**src/rtl/l2_eviction_buffer.sv**
```systemverilog
// Single-entry victim buffer between the L2 memory-side port and physical memory.
// Refill reads overtake the held dirty line, which drains whenever the bus is idle.
module l2_eviction_buffer #(
    parameter int LINE_WIDTH  = 128,
    parameter int ADDR_WIDTH  = 16,
    parameter int OFFSET_BITS = 4
) (
    input  logic                  clk,
    input  logic                  reset,
    input  logic                  l2_read,
    input  logic                  l2_write,
    input  logic [ADDR_WIDTH-1:0] l2_address,
    input  logic [LINE_WIDTH-1:0] l2_wdata,
    output logic [LINE_WIDTH-1:0] l2_rdata,
    output logic                  l2_resp,
    output logic                  pmem_read,
    output logic                  pmem_write,
    output logic [ADDR_WIDTH-1:0] pmem_address,
    output logic [LINE_WIDTH-1:0] pmem_wdata,
    input  logic [LINE_WIDTH-1:0] pmem_rdata,
    input  logic                  pmem_resp
);

    localparam int TAG_WIDTH = ADDR_WIDTH - OFFSET_BITS;

    typedef enum logic [1:0] {IDLE, FILL, DRAIN, RESP} state_t;

    state_t                state_reg;
    logic                  buf_valid_reg;
    logic [TAG_WIDTH-1:0]  buf_tag_reg;
    logic [LINE_WIDTH-1:0] buf_data_reg;
    logic [LINE_WIDTH-1:0] l2_rdata_reg;
    logic                  l2_resp_reg;
    logic                  pmem_read_reg;
    logic                  pmem_write_reg;
    logic [ADDR_WIDTH-1:0] pmem_address_reg;
    logic [LINE_WIDTH-1:0] pmem_wdata_reg;

    logic [TAG_WIDTH-1:0]  l2_tag;
    logic                  line_match;

    assign l2_tag     = l2_address[ADDR_WIDTH-1:OFFSET_BITS];
    assign line_match = buf_valid_reg && (buf_tag_reg == l2_tag);

    always_ff @(posedge clk) begin
        if (reset) begin
            state_reg        <= IDLE;
            buf_valid_reg    <= 1'b0;
            buf_tag_reg      <= '0;
            buf_data_reg     <= '0;
            l2_rdata_reg     <= '0;
            l2_resp_reg      <= 1'b0;
            pmem_read_reg    <= 1'b0;
            pmem_write_reg   <= 1'b0;
            pmem_address_reg <= '0;
            pmem_wdata_reg   <= '0;
        end else begin
            case (state_reg)
                IDLE: begin
                    if (l2_read && line_match) begin
                        l2_rdata_reg <= buf_data_reg;
                        state_reg    <= RESP;
                    end else if (l2_read) begin
                        pmem_read_reg    <= 1'b1;
                        pmem_address_reg <= {l2_tag, {OFFSET_BITS{1'b0}}};
                        state_reg        <= FILL;
                    end else if (l2_write && (!buf_valid_reg || line_match)) begin
                        buf_valid_reg <= 1'b1;
                        buf_tag_reg   <= l2_tag;
                        buf_data_reg  <= l2_wdata;
                        state_reg     <= RESP;
                    end else if (l2_write || buf_valid_reg) begin
                        // A write to a different line stalls here; it is re-examined once the drain empties the buffer.
                        pmem_write_reg   <= 1'b1;
                        pmem_address_reg <= {buf_tag_reg, {OFFSET_BITS{1'b0}}};
                        pmem_wdata_reg   <= buf_data_reg;
                        state_reg        <= DRAIN;
                    end
                end
                FILL: begin
                    if (pmem_resp) begin
                        pmem_read_reg <= 1'b0;
                        l2_rdata_reg  <= pmem_rdata;
                        l2_resp_reg   <= 1'b1;
                        state_reg     <= RESP;
                    end
                end
                DRAIN: begin
                    if (pmem_resp) begin
                        pmem_write_reg <= 1'b0;
                        buf_valid_reg  <= 1'b0;
                        state_reg      <= IDLE;
                    end
                end
                RESP: begin
                    // Refills arrive with the pulse already raised; buffer hits and writes raise it here.
                    if (l2_resp_reg) begin
                        l2_resp_reg <= 1'b0;
                        state_reg   <= IDLE;
                    end else begin
                        l2_resp_reg <= 1'b1;
                    end
                end
                default: state_reg <= IDLE;
            endcase
        end
    end

    assign l2_rdata     = l2_rdata_reg;
    assign l2_resp      = l2_resp_reg;
    assign pmem_read    = pmem_read_reg;
    assign pmem_write   = pmem_write_reg;
    assign pmem_address = pmem_address_reg;
    assign pmem_wdata   = pmem_wdata_reg;

    a_single_request: assert property (@(posedge clk) disable iff (reset) !(l2_read && l2_write));

endmodule

```
**config.mk**
```make
export PLATFORM = sky130hd
export DESIGN_NAME = l2_eviction_buffer
export DESIGN_NICKNAME = d
export VERILOG_FILES = /design/src/rtl/l2_eviction_buffer.sv
export SDC_FILE = /design/constraint.sdc
export NUM_CORES = 1
export LEC_CHECK = 0
export CORE_MARGIN = 3
export CORE_UTILIZATION = 37
export DETAILED_ROUTE_END_ITERATION = 16
export GPL_TIMING_DRIVEN = 0
export PLACE_DENSITY = 0.66
export SYNTH_ARGS = -nofsm -noshare
export SYNTH_HDL_FRONTEND = slang
export SYNTH_SLANG_ARGS = --single-unit
```
**constraint.sdc**
```tcl
create_clock -name clk -period 3.9 [get_ports clk]
set_input_delay 0.39 -clock clk [delete_from_list [all_inputs] [get_ports clk]]
set_output_delay 0.39 -clock clk [all_outputs]
set_load 0.05 [all_outputs]
```
==> results.toml <==
[clock_network]
cts_tree = "done"
clk_path_buf_depth = 3
hold_buffers = 0
cts_resized = 0
cts.sinks = 414
path_clk_slew_ns = 0.06
cts-root-buf = "clkbuf_16"
clock_latency_ns = 0.58
htreeDepth = 2
cts_setup_buffers = 0
cts_buffers = 47

[setup_path]
cp_top_family = "buffers and inverters"
cp_common_cell = "clkbuf_1"
crit_chain = "buf_2, nor2b_1, clkbuf_1, and2_0, clkbuf_1, clkbuf_1, buf_2, nor3_1, a211oi_1"
rrSetupSlack_ns = 1.04
reg2reg_depth = 9
worstPathMaxFanout = 10
slowest_stage = "clkbuf_1"
slowest_delay_ns = 1.00
critPathLaunchType = "register"
critical_path_class = "register to register"
rr_endpoint = "l2_rdata[67]"
worstSetupEndpointType = "register"
cp_data_required_time_ns = 4.37
crit_arrival_ns = 3.33
critPathBufInv = 5
regToRegStartpoint = "state_reg[1]"

[floorplanning]
ios = 552
die-area_mm2 = 0.05162
die_w_um = 227.2
initial_core_util_pct = 37.68
rows = 80
core-area_mm2 = 0.04805
die_h_um = 227.2

[place]
place_inst = 2909
gp_congestion = 0.8660
dp_hpwl_um = 48320
numPortBuffers = 542
postPlaceCellArea_mm2 = 0.02431

[power]
max-vdd-ir-drop_v = 0.0002813
power_density_mw_per_mm2 = 454.5
leakage_uw = 0.009520

[cells_and_area]
fin_cells = 3001
final_area_mm2 = 0.02598
layout_commonest_cell = "clkdlybuf4s50_1"
final_cell_mix = "542 x clkdlybuf4s50_1, 414 x dfxtp_1, 411 x nand2b_1, 396 x mux2i_1, 155 x nor3_1"
syn2layout_area_growth_pct = 43.53
fill_cells = 4290
nNetsFinal = 2620
drive_above_1_share_pct = 7.143

[global_routing]
antenna_found_initial = 11
grt.total_usage_pct = 23.89
grt_max_degree = 14
grt_pass1_wl_um = 94140
gr-total-overflow = 0
grt_pass1_vias = 15550

[run]
max_cap_viol_count = 0

[hold_path]
hold_start = "l2_wdata[120]"
hp-class = "input port to register"
min_path_cells = 3
holdPathEnd = "buf_data_reg[120]"

[synth]
synth-xor-area-share_pct = 0.5806
synth_fa_ha_area_share_pct = 0
synthSimpleGateAreaFrac_pct = 19.73
ys.flop_type = "dfxtp_1"
ys_seq_elements = 414
synthCells = 1749
ys_seq_area_share_pct = 45.78
muxShareOfSynthArea_pct = 21.90
synth_area_mm2 = 0.01810
ys_types = 34
synth_edf_count = 0
async_flop_share_pct = 0
synth-compound-area-share_pct = 6.600
syn-mean-instance-area_um2 = 10.35
yosys_warnings = 0
synth_top_family_by_area = "multiplexers"

[drt]
drc = 0
ant_nets = 0
drt_first_iter_violations = 779
wl_per_cell_um = 21.47
via_per_inst = 5.076
drt_first_pass_iters = 5
wirelength_um = 64440
vias = 15230

[timing]
min_period_ns = 2.861
slew_headroom_pct = 10.69
fin_tns_setup_ns = 0
rsz0062_at_grt = "no"
fin_skew_ns = 0.01658
fin_crit_sh_pct = 73.37
final_max_slew_viol_count = 0
fmax_ghz = 0.3495
tightest_slew_ns = 1.340
hold_violations = 0
finalSetupViolations = 0

[status]
status = "finished, final reports clean"
## Yosys cell counts (4+ instances only)
cell type,n,area [µm²]
o32a_1,12,120.1
nor3_1,155,775.7
nand2b_1,411,2571
buf_2,48,240.2
buf_4,15,112.6
a21oi_1,6,30.03
a211oi_1,130,975.9
dfxtp_1,414,8288
nand2_1,4,15.01
buf_6,15,168.9
mux2i_1,396,3964
nor2_1,8,30.03
clkbuf_1,75,281.5
xnor2_1,12,105.1
buf_8,11,165.2
nor2b_1,14,87.58
## cell families after synthesis
logic type | after synthesis
AND/OR/NAND/NOR | 603
buffers and inverters | 166
AO/OA/AOI/OAI | 157
XOR/XNOR | 12
flip-flops | 414
other | 1
multiplexers | 396
## power breakdown
group,internal [µW],total [µW],leakage (µW),switching [µW]
combinational,1040,2440,0.00534,1400
clock,2900,4750,0.000813,1850
sequential,4470,4620,0.00336,152
total,8420,11800,0.00952,3390
## cell type report
type	count	area, µm²	area share (%)
diodes	6	15.01	0.05778
repair buffers	542	5425	20.88
clock inverters	20	302.8	1.165
flip-flops and latches	414	8288	31.90
well taps	615	769.5	2.961
plain buffers	165	972.2	3.741
clock buffers	66	1358	5.224
multi-input cells	1172	8851	34.06
inverters	1	3.754	0.01445
## metrics by stage
stage | hold slack (ns) | power [µW] | setup WS [ns] | utilization (%)
final | 0.3868 | 11810 | 1.039 | 54.08
after global routing | 0.3771 | 12230 | 0.8302 | 54.07
after CTS | 0.3433 | 11900 | 1.014 | 54.05
after detailed placement | 0.4593 | 7152 | 0.7380 | 50.60
after global placement | 0.4598 | 7122 | 0.7706 | 50.60
after floorplan | 0.4714 | 6201 | 2.050 | -
## worst min-delay path, cell delays in order
cell and delay [ns]:
clkdlybuf4s50_1 0.40, nand2b_1 0.07, mux2i_1 0.06
## layer usage
| metal | GRT usage [%] | part of all wire, % | vias up |
|---|---|---|---|
| met5 | 0 | 0.057 | - |
| met2 | 39.29 | 47 | 512 |
| li1 | - | - | 7294 |
| met3 | 6.383 | 7.4 | 131 |
| met1 | 29.87 | 42 | 7289 |
| met4 | 9.757 | 4.0 | 6 |
## worst max-delay path by stage
| stage | startpoint | end | slack [ns] | cells past startpoint |
|---|---|---|---|---|
| final | state_reg[1] | l2_rdata[67] | 1.04 | 9 |
| after global routing | state_reg[1] | l2_rdata[65] | 0.83 | 9 |
| after CTS | state_reg[1] | l2_rdata[67] | 1.01 | 9 |
| after detailed placement | l2_address[15] | l2_rdata[94] | 0.74 | 8 |
| after global placement | l2_address[15] | l2_rdata[31] | 0.77 | 8 |
| after floorplan | l2_address[8] | buf_data_reg[0] | 2.05 | 8 |
Note: power is estimated with default switching activity, not from simulation.
